===== config.mk =====
export PLATFORM = sky130hd
export DESIGN_NAME = adt7420_temp_reader
export DESIGN_NICKNAME = d
export VERILOG_FILES = /design/src/rtl/adt7420_pkg.sv /design/src/rtl/i2c_bit_timer.sv /design/src/rtl/adt7420_temp_reader.sv
export SDC_FILE = /design/constraint.sdc
export NUM_CORES = 1
export LEC_CHECK = 0
export CAP_MARGIN = 30
export CORE_UTILIZATION = 55
export DETAILED_ROUTE_END_ITERATION = 8
export PLACE_DENSITY_LB_ADDON = 0.3
export SLEW_MARGIN = 10
export SYNTH_ARGS = -nofsm -noshare
export SYNTH_HDL_FRONTEND = slang
export SYNTH_SLANG_ARGS = --single-unit

===== constraint.sdc =====
create_clock -name clk_200kHz -period 2.7 [get_ports clk_200kHz]
set_input_delay 0.27 -clock clk_200kHz [delete_from_list [all_inputs] [get_ports clk_200kHz]]
set_output_delay 0.27 -clock clk_200kHz [all_outputs]
set_load 0.01 [all_outputs]

===== src/rtl/adt7420_pkg.sv =====
// adt7420_pkg: shared types and constants for the ADT7420 temperature reader
package adt7420_pkg;
  typedef enum logic [3:0] {
    IDLE, START, ADDR, ADDR_ACK, RD_MSB, MSB_ACK, RD_LSB, LSB_NACK, STOP
  } i2c_state_t;
  localparam logic [6:0] ADT7420_ADDR = 7'h4B;
  localparam logic I2C_READ = 1'b1;
  localparam int TEMP_W = 13;
endpackage


===== src/rtl/i2c_bit_timer.sv =====
// i2c_bit_timer: per-slot phase counter and bit counter with slot strobes
// Ports: clk/rst_n (sync, active-low), clear restarts slot 0 bit 0;
// phase/bit_cnt give position; slot_start (p=0), drive_pt (p=HALF/2),
// sample_pt (p=HALF+HALF/2), slot_end (last phase) are single-cycle strobes.
module i2c_bit_timer #(
  parameter int HALF_PERIOD = 10,
  localparam int PW = $clog2(2 * HALF_PERIOD)
) (
  input  logic          clk,
  input  logic          rst_n,
  input  logic          clear,
  output logic [PW-1:0] phase,
  output logic [2:0]    bit_cnt,
  output logic          slot_start,
  output logic          drive_pt,
  output logic          sample_pt,
  output logic          slot_end
);
  localparam logic [PW-1:0] LAST_P = PW'(2 * HALF_PERIOD - 1);
  localparam logic [PW-1:0] DRIVE_P = PW'(HALF_PERIOD / 2);
  localparam logic [PW-1:0] SAMPLE_P = PW'(HALF_PERIOD + HALF_PERIOD / 2);
  assign slot_start = phase == '0;
  assign drive_pt = phase == DRIVE_P;
  assign sample_pt = phase == SAMPLE_P;
  assign slot_end = phase == LAST_P;
  always_ff @(posedge clk) begin
    if (!rst_n || clear) begin
      phase <= '0;
      bit_cnt <= '0;
    end else begin
      phase <= slot_end ? '0 : phase + 1'b1;
      bit_cnt <= bit_cnt + {2'b00, slot_end};
    end
  end
endmodule


===== src/rtl/adt7420_temp_reader.sv =====
// adt7420_temp_reader: I2C master reading the ADT7420 16-bit temperature register
// Ports: clk_200kHz (only clock), rst_n (sync, active-low), start (request a read,
// sampled in IDLE), sda_in (synchronised SDA level); sda_oe (1 = pull SDA low),
// scl (push-pull), busy, valid (1-cycle pulse on update), ack_error (address NACK,
// held until next accepted start), temp_data (sensor bits [15:3], 0.0625 C/LSB).
module adt7420_temp_reader
  import adt7420_pkg::*;
#(
  parameter logic [6:0] DEV_ADDR = ADT7420_ADDR,
  parameter int HALF_PERIOD = 10
) (
  input  logic              clk_200kHz,
  input  logic              rst_n,
  input  logic              start,
  input  logic              sda_in,
  output logic              sda_oe,
  output logic              scl,
  output logic              busy,
  output logic              valid,
  output logic              ack_error,
  output logic [TEMP_W-1:0] temp_data
);
  localparam int PW = $clog2(2 * HALF_PERIOD);
  localparam logic [PW-1:0] SCL_RISE = PW'(HALF_PERIOD);
  localparam logic [PW-1:0] DRIVE_P = PW'(HALF_PERIOD / 2);
  localparam logic [PW-1:0] SAMPLE_P = PW'(HALF_PERIOD + HALF_PERIOD / 2);
  localparam logic [7:0] ADDR_BYTE = {DEV_ADDR, I2C_READ};
  i2c_state_t state, nextState;
  logic [PW-1:0] phase;
  logic [2:0] bitCnt;
  logic slotStart, drivePt, samplePt, slotEnd, clear, lastBit, driveBit, heldOe;
  logic [15:0] shiftReg;
  logic [2:0] unusedBits;
  assign lastBit = &bitCnt;
  assign clear = (state == IDLE) || (nextState != state);
  assign unusedBits = shiftReg[2:0];
  i2c_bit_timer #(.HALF_PERIOD(HALF_PERIOD)) timer (
    .clk(clk_200kHz),
    .rst_n(rst_n),
    .clear(clear),
    .phase(phase),
    .bit_cnt(bitCnt),
    .slot_start(slotStart),
    .drive_pt(drivePt),
    .sample_pt(samplePt),
    .slot_end(slotEnd)
  );
  always_ff @(posedge clk_200kHz) state <= !rst_n ? IDLE : nextState;
  // driveBit is the SDA pull-low level applied from the drive point of a slot;
  // START leaves it at 1 so SDA stays low into the first address bit.
  always_comb begin
    nextState = state;
    driveBit = 1'b0;
    unique case (state)
      IDLE:     nextState = start ? START : IDLE;
      START: begin
        driveBit = 1'b1;
        nextState = slotEnd ? ADDR : START;
      end
      ADDR: begin
        driveBit = ~ADDR_BYTE[~bitCnt];
        nextState = (slotEnd && lastBit) ? ADDR_ACK : ADDR;
      end
      ADDR_ACK: nextState = slotEnd ? (ack_error ? STOP : RD_MSB) : ADDR_ACK;
      RD_MSB:   nextState = (slotEnd && lastBit) ? MSB_ACK : RD_MSB;
      MSB_ACK: begin
        driveBit = 1'b1;
        nextState = slotEnd ? RD_LSB : MSB_ACK;
      end
      RD_LSB:   nextState = (slotEnd && lastBit) ? LSB_NACK : RD_LSB;
      LSB_NACK: nextState = slotEnd ? STOP : LSB_NACK;
      STOP:     nextState = slotEnd ? IDLE : STOP;
      default:  nextState = IDLE;
    endcase
    busy = state != IDLE;
    scl = (state == IDLE || state == START) ? 1'b1 : phase >= SCL_RISE;
    sda_oe = (state == IDLE) ? 1'b0 :
             (state == START) ? phase >= SCL_RISE :
             (state == STOP) ? (phase >= DRIVE_P && phase < SAMPLE_P) :
             drivePt ? driveBit : heldOe;
  end
  always_ff @(posedge clk_200kHz) begin
    if (!rst_n) begin
      heldOe <= 1'b0;
      shiftReg <= '0;
      ack_error <= 1'b0;
      valid <= 1'b0;
      temp_data <= '0;
    end else begin
      valid <= 1'b0;
      heldOe <= (state == IDLE) ? 1'b0 : drivePt ? driveBit : heldOe;
      if (state == START && slotStart)
        shiftReg <= '0;
      else if ((state == RD_MSB || state == RD_LSB) && samplePt)
        shiftReg <= {shiftReg[14:0], sda_in};
      if (state == IDLE && start)
        ack_error <= 1'b0;
      else if (state == ADDR_ACK && samplePt && sda_in)
        ack_error <= 1'b1;
      if (state == STOP && slotEnd && !ack_error) begin
        temp_data <= shiftReg[15:3];
        valid <= 1'b1;
      end
    end
  end
endmodule


; ---- Word-level counts from Yosys, hierarchy flattened
; Memories as Yosys holds them, arrays and structs flattened.
; Cells that the tools add are included.
[totals]
regBits = 44
memories = 1
rom_bits = 8
inputBits = 4
word_cells = 73
[mem_list]
columns = memory, words, width, rd, rd_ports_with_merged_regs, wr, line
row1 = (name not given), 8, 1, 1, 0, 0, adt7420_temp_reader.sv:61  ; driveBit = ~ADDR_BYTE[~bitCnt];
[op_classes]
n_reduce_logical = 24
order_cmp = 4
n_bitwise = 3
n_eq_ne = 12
n_mux = 19
addsub = 2
[ops]
columns = operator, n
row1 = case mux 4 bit (9 select lines), 1
row2 = equality test 4 x 3 -> 1 bit (second input constant), 4
row3 = 2-to-1 mux 4 bit, 4
row4 = 2-to-1 mux 1 bit, 11
row5 = OR reduction 2 bit, 5
row6 = logical AND 1 bit, 9
row7 = equality test 4 x 2 -> 1 bit (second input constant), 2
row8 = adder 5 x 1 -> 5 bit (second input constant), 1
row9 = equality test 5 x 3 -> 1 bit (second input constant), 1
row10 = equality test 5 x 4 -> 1 bit (second input constant), 1
row11 = equality test 5 bit (second input constant), 1
row12 = greater-or-equal comparator 5 x 3 -> 1 bit (second input constant), 1
row13 = greater-or-equal comparator 5 x 4 -> 1 bit (second input constant), 1
row14 = zero test 5 bit, 1
row15 = < comparator 5 x 4 -> 1 bit (second input constant), 1
row16 = equality test 4 x 1 -> 1 bit (second input constant), 1
row17 = equality test 4 bit (second input constant), 1
row18 = zero test 4 bit, 1
row19 = logical OR 1 bit, 4
row20 = < comparator 3 x 4 -> 1 bit (second input constant), 1
row21 = 2-to-1 mux 2 bit, 2
row22 = != test 4 bit, 1
row23 = nonzero test 4 bit, 1
row24 = adder 3 x 1 -> 3 bit, 1
row25 = other kinds (5), 7

; ---- Depth between registers and ports, before layout
[logic_depth]
ltp_word = 9
mapped_depth = 8
depth_no_buf = 8

; ---- Hierarchy
; Synthesis repeated with hierarchy kept, for this count alone.
[unflattened]
cells_unflattened = 214
area_unflattened_um2 = 1930.6
[by_module_without_submodules]
columns = mod, area_per_inst_um2, cells_per_inst, seq_area_each_um2, n_inst
row1 = adt7420_temp_reader, 1526.5, 176, 720.7, 1
row2 = i2c_bit_timer, 404.1, 38, 160.2, 1

; ---- Worst setup path before layout
; Ideal clock, no wire load.
[synth_timing]
kind = reg2reg
start = reg state[1]
end = reg temp_data[10]
required_time_ns = 2.584
arrival_ns = 1.618
n_path_buf = 2
setup_slack_ns = 0.966
path_stages_with_launch = 7
setup_ns = 0.116
period_less_slack_ns = 1.734
cell_sequence = dfxtp_1 > buf_6 > or4b_4 > nor3_4 > buf_8 > mux2i_1 > nor2b_1
[synth_between]
elab_chain_len = 3
[synth_lines]
columns = item, line
row1 = "start, declared", adt7420_temp_reader.sv:28  ; i2c_state_t state, nextState;
row2 = "start signal, assigned", adt7420_temp_reader.sv:48  ; always_ff @(posedge clk_200kHz) state <= !rst_n ? IDLE : nextState;
row3 = equality test 4 bit, adt7420_temp_reader.sv:100  ; if (state == STOP && slotEnd && !ack_error) begin
row4 = logical AND 1 bit (2 in series), adt7420_temp_reader.sv:100
row5 = "end signal, assigned", adt7420_temp_reader.sv:101  ; temp_data <= shiftReg[15:3];
row6 = "end, declared", adt7420_temp_reader.sv:21  ; output logic [TEMP_W-1:0] temp_data
; No other way between the ends.
; A chain may end at the register's enable or synchronous reset.

; ---- Worst setup path after layout
[layout_timing]
start = reg timer.phase[0]
end = out sda_oe
[layout_between]
elab_chain_len = 5
elab_cells_between_ends = 9
cone_classes = 3 x order compare / 1 x eq/ne / 4 x mux / 1 x reduce/logical
[layout_lines]
columns = item, line
row1 = "start, declared", i2c_bit_timer.sv:12  ; output logic [PW-1:0] phase,
row2 = "start signal, assigned", i2c_bit_timer.sv:31  ; phase <= slot_end ? '0 : phase + 1'b1;
row3 = greater-or-equal comparator 5 x 3 -> 1 bit (tied with other cells), adt7420_temp_reader.sv:79  ; (state == STOP) ? (phase >= DRIVE_P && phase < SAMPLE_P) :
row4 = logical AND 1 bit or 2-to-1 mux 1 bit (tied branches), -
row5 = 2-to-1 mux 1 bit, adt7420_temp_reader.sv:79
row6 = 2-to-1 mux 1 bit (*), adt7420_temp_reader.sv:78  ; (state == START) ? phase >= SCL_RISE :
row7 = 2-to-1 mux 1 bit (*), adt7420_temp_reader.sv:77  ; sda_oe = (state == IDLE) ? 1'b0 :
row8 = "end, declared", adt7420_temp_reader.sv:16  ; output logic sda_oe,
; Mark *: on every way between the ends. The rest lies on a longest branch, timed or not.

==> impl_summary.md <==
Timing
The share of the clock period used by the worst path after layout is between 90 and 100%. The final count of pins violating max slew is 0. Setup violations remaining at the end of the flow were counted as 0. The final-layout worst hold slack is 0.466 ns. At the pin with the least slew margin, the transition time is 0.592 ns. For the finished layout, the period the worst path requires is 2.54 ns. The final-layout setup total negative slack is 0 ns. The final clock skew is a little over 0.009 ns.

The number of failing hold endpoints at the final stage is 0. In this run the tightest slew margin relative to its limit is between 60% and 70%. The final setup slack of the worst path is 0.156 ns.

Static timing analysis puts the maximum clock frequency at 0.393 GHz.

Layout
The area of all placed cells without fillers is 2290 um^2. The top cell types in the final layout, fill and taps aside, are sky130_fd_sc_hd__dfxtp_1 (42), sky130_fd_sc_hd__nand2_1 (40), sky130_fd_sc_hd__clkdlybuf4s50_1 (21), sky130_fd_sc_hd__a21oi_1 (17). The layout cell share with drive strength beyond 1 is 7.98%. The number of antenna diodes in the final layout is 0. The net total in the final layout is between 200 and 300. The filler cells instantiated in the layout total 288. The layout-stage area growth over the synthesis result is 16.1%. The leading cell type in the layout, fill and taps excluded is sky130_fd_sc_hd__dfxtp_1.

Floorplan
The core region is 3390 um^2. The die covers 3840 um^2. The starting density of the core is 58.3%. 22 I/O pins were placed. The die is 62.0 um tall. The die is 62.0 um wide. The number of rows created at floorplan is 21.

Drt
The number of nets with antenna violations after detailed routing is 0. The routed via count divided by cell count is 5.11. The total iterations of the first detailed-routing run is 4. Across all layers, the routed design uses ~1500 vias. Dividing the detail-routed wire length by the instance count gives around 12 um. In this run, the number of DRC markers left after iteration 0 of detailed routing was 57.

Summed over all layers, the routed wires come to 3420 um. The DRC violations left is 0.

Synthesis
The fraction of post-synthesis cell area in the top cell type by area is between 40% and 50%. The share of synthesized area occupied by flip-flops and latches is 44.6%. The dominant cell type by area after synthesis is sky130_fd_sc_hd__dfxtp_1. In this run the cell area of the synthesized design comes to approximately 2000 um^2. During synthesis, Yosys emitted a total of 0 warnings. When the netlist entered floorplanning its net count stood at 232. The dominant combinational cell family by area after synthesis is simple AND/OR/NAND/NOR gates. The cell count after synthesis came out at 219. After synthesis, the share of flip-flops with an asynchronous set or reset is 0%.

In the synthesized netlist, mux cells make up around 7.7% of the area. The total of flip-flops plus latches after synthesis is 44. After Yosys synthesis, full adders, half adders and majority gates account for approximately 5.7% of the synthesized area. The most used flip-flop cell after synthesis is sky130_fd_sc_hd__dfxtp_1. In this run, synthesis inferred 0 flip-flops with an integrated enable. Summing the areas of all compound-gate instances in the mapped netlist gives a little over a tenth of the synthesized area.

In the post-synthesis netlist, the biggest area contributors are sky130_fd_sc_hd__dfxtp_1 (45%), sky130_fd_sc_hd__nand2_1 (7.6%), sky130_fd_sc_hd__mux2i_1 (7.1%). Summing the areas of all xor and xnor instances in the mapped netlist gives under 10% of the synthesized area. Dividing the synthesized area by the synthesized cell count gives ~9 um^2. The count of cell types in the netlist is 40.

The simple-gate share of the synthesized area is approximately 24%.

Worst hold path
The startpoint identified for the worst hold timing path is shiftReg[15]$_SDFFE_PP0P_. The worst hold endpoint is shiftReg[15]$_SDFFE_PP0P_. The worst hold path was traced through 2 stages. The kind of path behind the tightest hold check is flip-flop to flip-flop.

Critical path
In this run the worst path has a maximum fanout of 7. The class of the most critical setup path is flip-flop to output pin. The required time of the critical path is 2.43 ns.

The number of cells on the worst reg-to-reg path is 5. The worst register-to-register path ends at temp_data[9]$_SDFFE_PN0P_. For the worst setup path, the data arrival time is roughly 2.3 ns.

The nature of the critical path endpoint is an output pin. The setup check on the worst reg-to-reg path leaves a slack of slightly below 0.8 ns. The kind of launch point of the worst setup path is a flip-flop. The worst flop-to-flop path startpoint is state[3]$_SDFF_PN0_.

CTS
Counting every sink on the clock net gives 44. The clock latency at the later pin of the worst-skew pair is 0.36 ns. TritonCTS created 5 clock buffers. The library cell used as clock root buffer is sky130_fd_sc_hd__clkbuf_4. The number of buffers on the longest clock path is 2.

The H-tree level count is 2. Post-CTS timing repair inserted 0 buffers for setup. Clock-pin slew was measured on the worst setup and hold paths at 0.14 ns.

The clock tree from TritonCTS is built.

Power and ir drop
The power density of the placed cells is 498 nW/um^2. The maximum vdd ir drop is 0.308 mV. The analysis attributes to cell leakage a power of between 0.8 and 0.9 nW.

Placement
The global placement routability congestion is ~0.79. Before CTS, the worst setup slack after placement is between 0.4 and 0.5 ns. The total placed instance area is 2200 um^2. Input and output buffers added on the ports amount to 21.

The detailed-placement wirelength estimate is 2360 um.

Global routing
The initial antenna violation count was 0. The number of global-route vias before repair is 1319. The first global-routing pass estimated 5660 um of wire. The pin count of the biggest net entering global routing is 17. Global routing used roughly a fifth of the available tracks. The total congestion overflow after global routing is 0.

Flow run
The reported max-cap violation count is 0.

Run status
The flow ran to the end, and the final reports show no timing, DRC or antenna violations.
routing by layer:
metal / part of all wire, % / global-route usage (%) / wire, um / up-vias
li1: - / - / - / 775
met1: 49 / 25.0 / 1670 / 652
met2: 47 / 33.9 / 1600 / 17
met3: 2.3 / 4.35 / 79 / 8
met4: 1.8 / 8.57 / 61 / 0
met5: 0 / 0 / 0 / -
synthesized netlist by cell type, types with 2 or more instances:
| cell | number |
|---|---|
| sky130_fd_sc_hd__dfxtp_1 | 44 |
| sky130_fd_sc_hd__nand2_1 | 40 |
| sky130_fd_sc_hd__a21oi_1 | 18 |
| sky130_fd_sc_hd__mux2i_1 | 14 |
| sky130_fd_sc_hd__nor2_1 | 14 |
| sky130_fd_sc_hd__nor2b_1 | 14 |
| sky130_fd_sc_hd__ha_1 | 9 |
| sky130_fd_sc_hd__nand3_1 | 9 |
| sky130_fd_sc_hd__clkbuf_1 | 8 |
| sky130_fd_sc_hd__inv_1 | 7 |
| sky130_fd_sc_hd__buf_2 | 3 |
| sky130_fd_sc_hd__xor2_1 | 3 |
| sky130_fd_sc_hd__and2_1 | 2 |
| sky130_fd_sc_hd__and3_1 | 2 |
| sky130_fd_sc_hd__nand2b_1 | 2 |
| sky130_fd_sc_hd__nor3_1 | 2 |
| sky130_fd_sc_hd__nor3b_1 | 2 |
| sky130_fd_sc_hd__o211ai_1 | 2 |
| sky130_fd_sc_hd__o21ai_0 | 2 |
| sky130_fd_sc_hd__xnor2_1 | 2 |
kinds of logic after synthesis:
logic type               Yosys count
AO/OA/AOI/OAI                     31
flip-flops                        44
AND/OR/NAND/NOR                   95
buffers and inverters             20
multiplexers                      15
XOR/XNOR                           5
adder cells (fa/ha/maj)            9
power by group:
group          total, mW  switching [mW]  internal (mW)
Sequential         0.656         0.00497          0.651
Combinational     0.0443          0.0248         0.0195
Clock              0.442           0.220          0.222
critical path, cell delays in order, from the launching register on:
cell,delay (ns)
sky130_fd_sc_hd__dfxtp_4,0.40
sky130_fd_sc_hd__inv_1,0.07
sky130_fd_sc_hd__ha_1,0.18
sky130_fd_sc_hd__or3_1,0.33
sky130_fd_sc_hd__a21oi_2,0.16
sky130_fd_sc_hd__o21ai_0,0.10
sky130_fd_sc_hd__a32o_1,0.21
sky130_fd_sc_hd__clkdlybuf4s50_1,0.47
repair_timing:
item                                    4_1_cts  5_1_grt
endpoints found under the setup margin        0        1
resized for setup                             0        4
hold buffers                                  0        0
worst max-delay path by stage:
stage	startpoint	endpoint	slack (ns)	cells past startpoint
final	timer.phase[0]$_SDFF_PP0_	sda_oe	0.16	7
after global routing	timer.phase[0]$_SDFF_PP0_	sda_oe	-0.005	7
after CTS	timer.phase[0]$_SDFF_PP0_	sda_oe	0.04	7
after detailed placement	timer.phase[0]$_SDFF_PP0_	sda_oe	0.45	7
after global placement	timer.phase[0]$_SDFF_PP0_	sda_oe	0.48	7
after floorplan	state[1]$_SDFF_PN0_	temp_data[10]$_SDFFE_PN0P_	0.97	6
flip-flops by register name (all words and copies together) (netlist names):
name and flops:
shiftReg 16, temp_data 13, timer.phase 5, state 4, timer.bit_cnt 3, ack_error 1
heldOe 1, valid 1
metrics by stage:
stage          util (%)  total power, mW  cells
2_1_floorplan         -            0.698    219
3_3_place_gp       64.8            0.715    276
3_5_place_dp       64.8            0.715    276
4_1_cts            67.4             1.15    284
5_1_grt            67.7             1.18    284
6_report           67.7             1.14    284
final cells by class:
type                       instances  area [um^2]  area share [%]
sequential                        44          886            38.6
clock inverter                     2         38.8            1.69
tap                               46         57.6            2.51
multi-input combinational        155         1000            43.7
timing repair buffer              24          233            10.1
inverter                           7         26.3            1.15
clock buffer                       6         51.3            2.24
(Power assumes the default switching activity.)
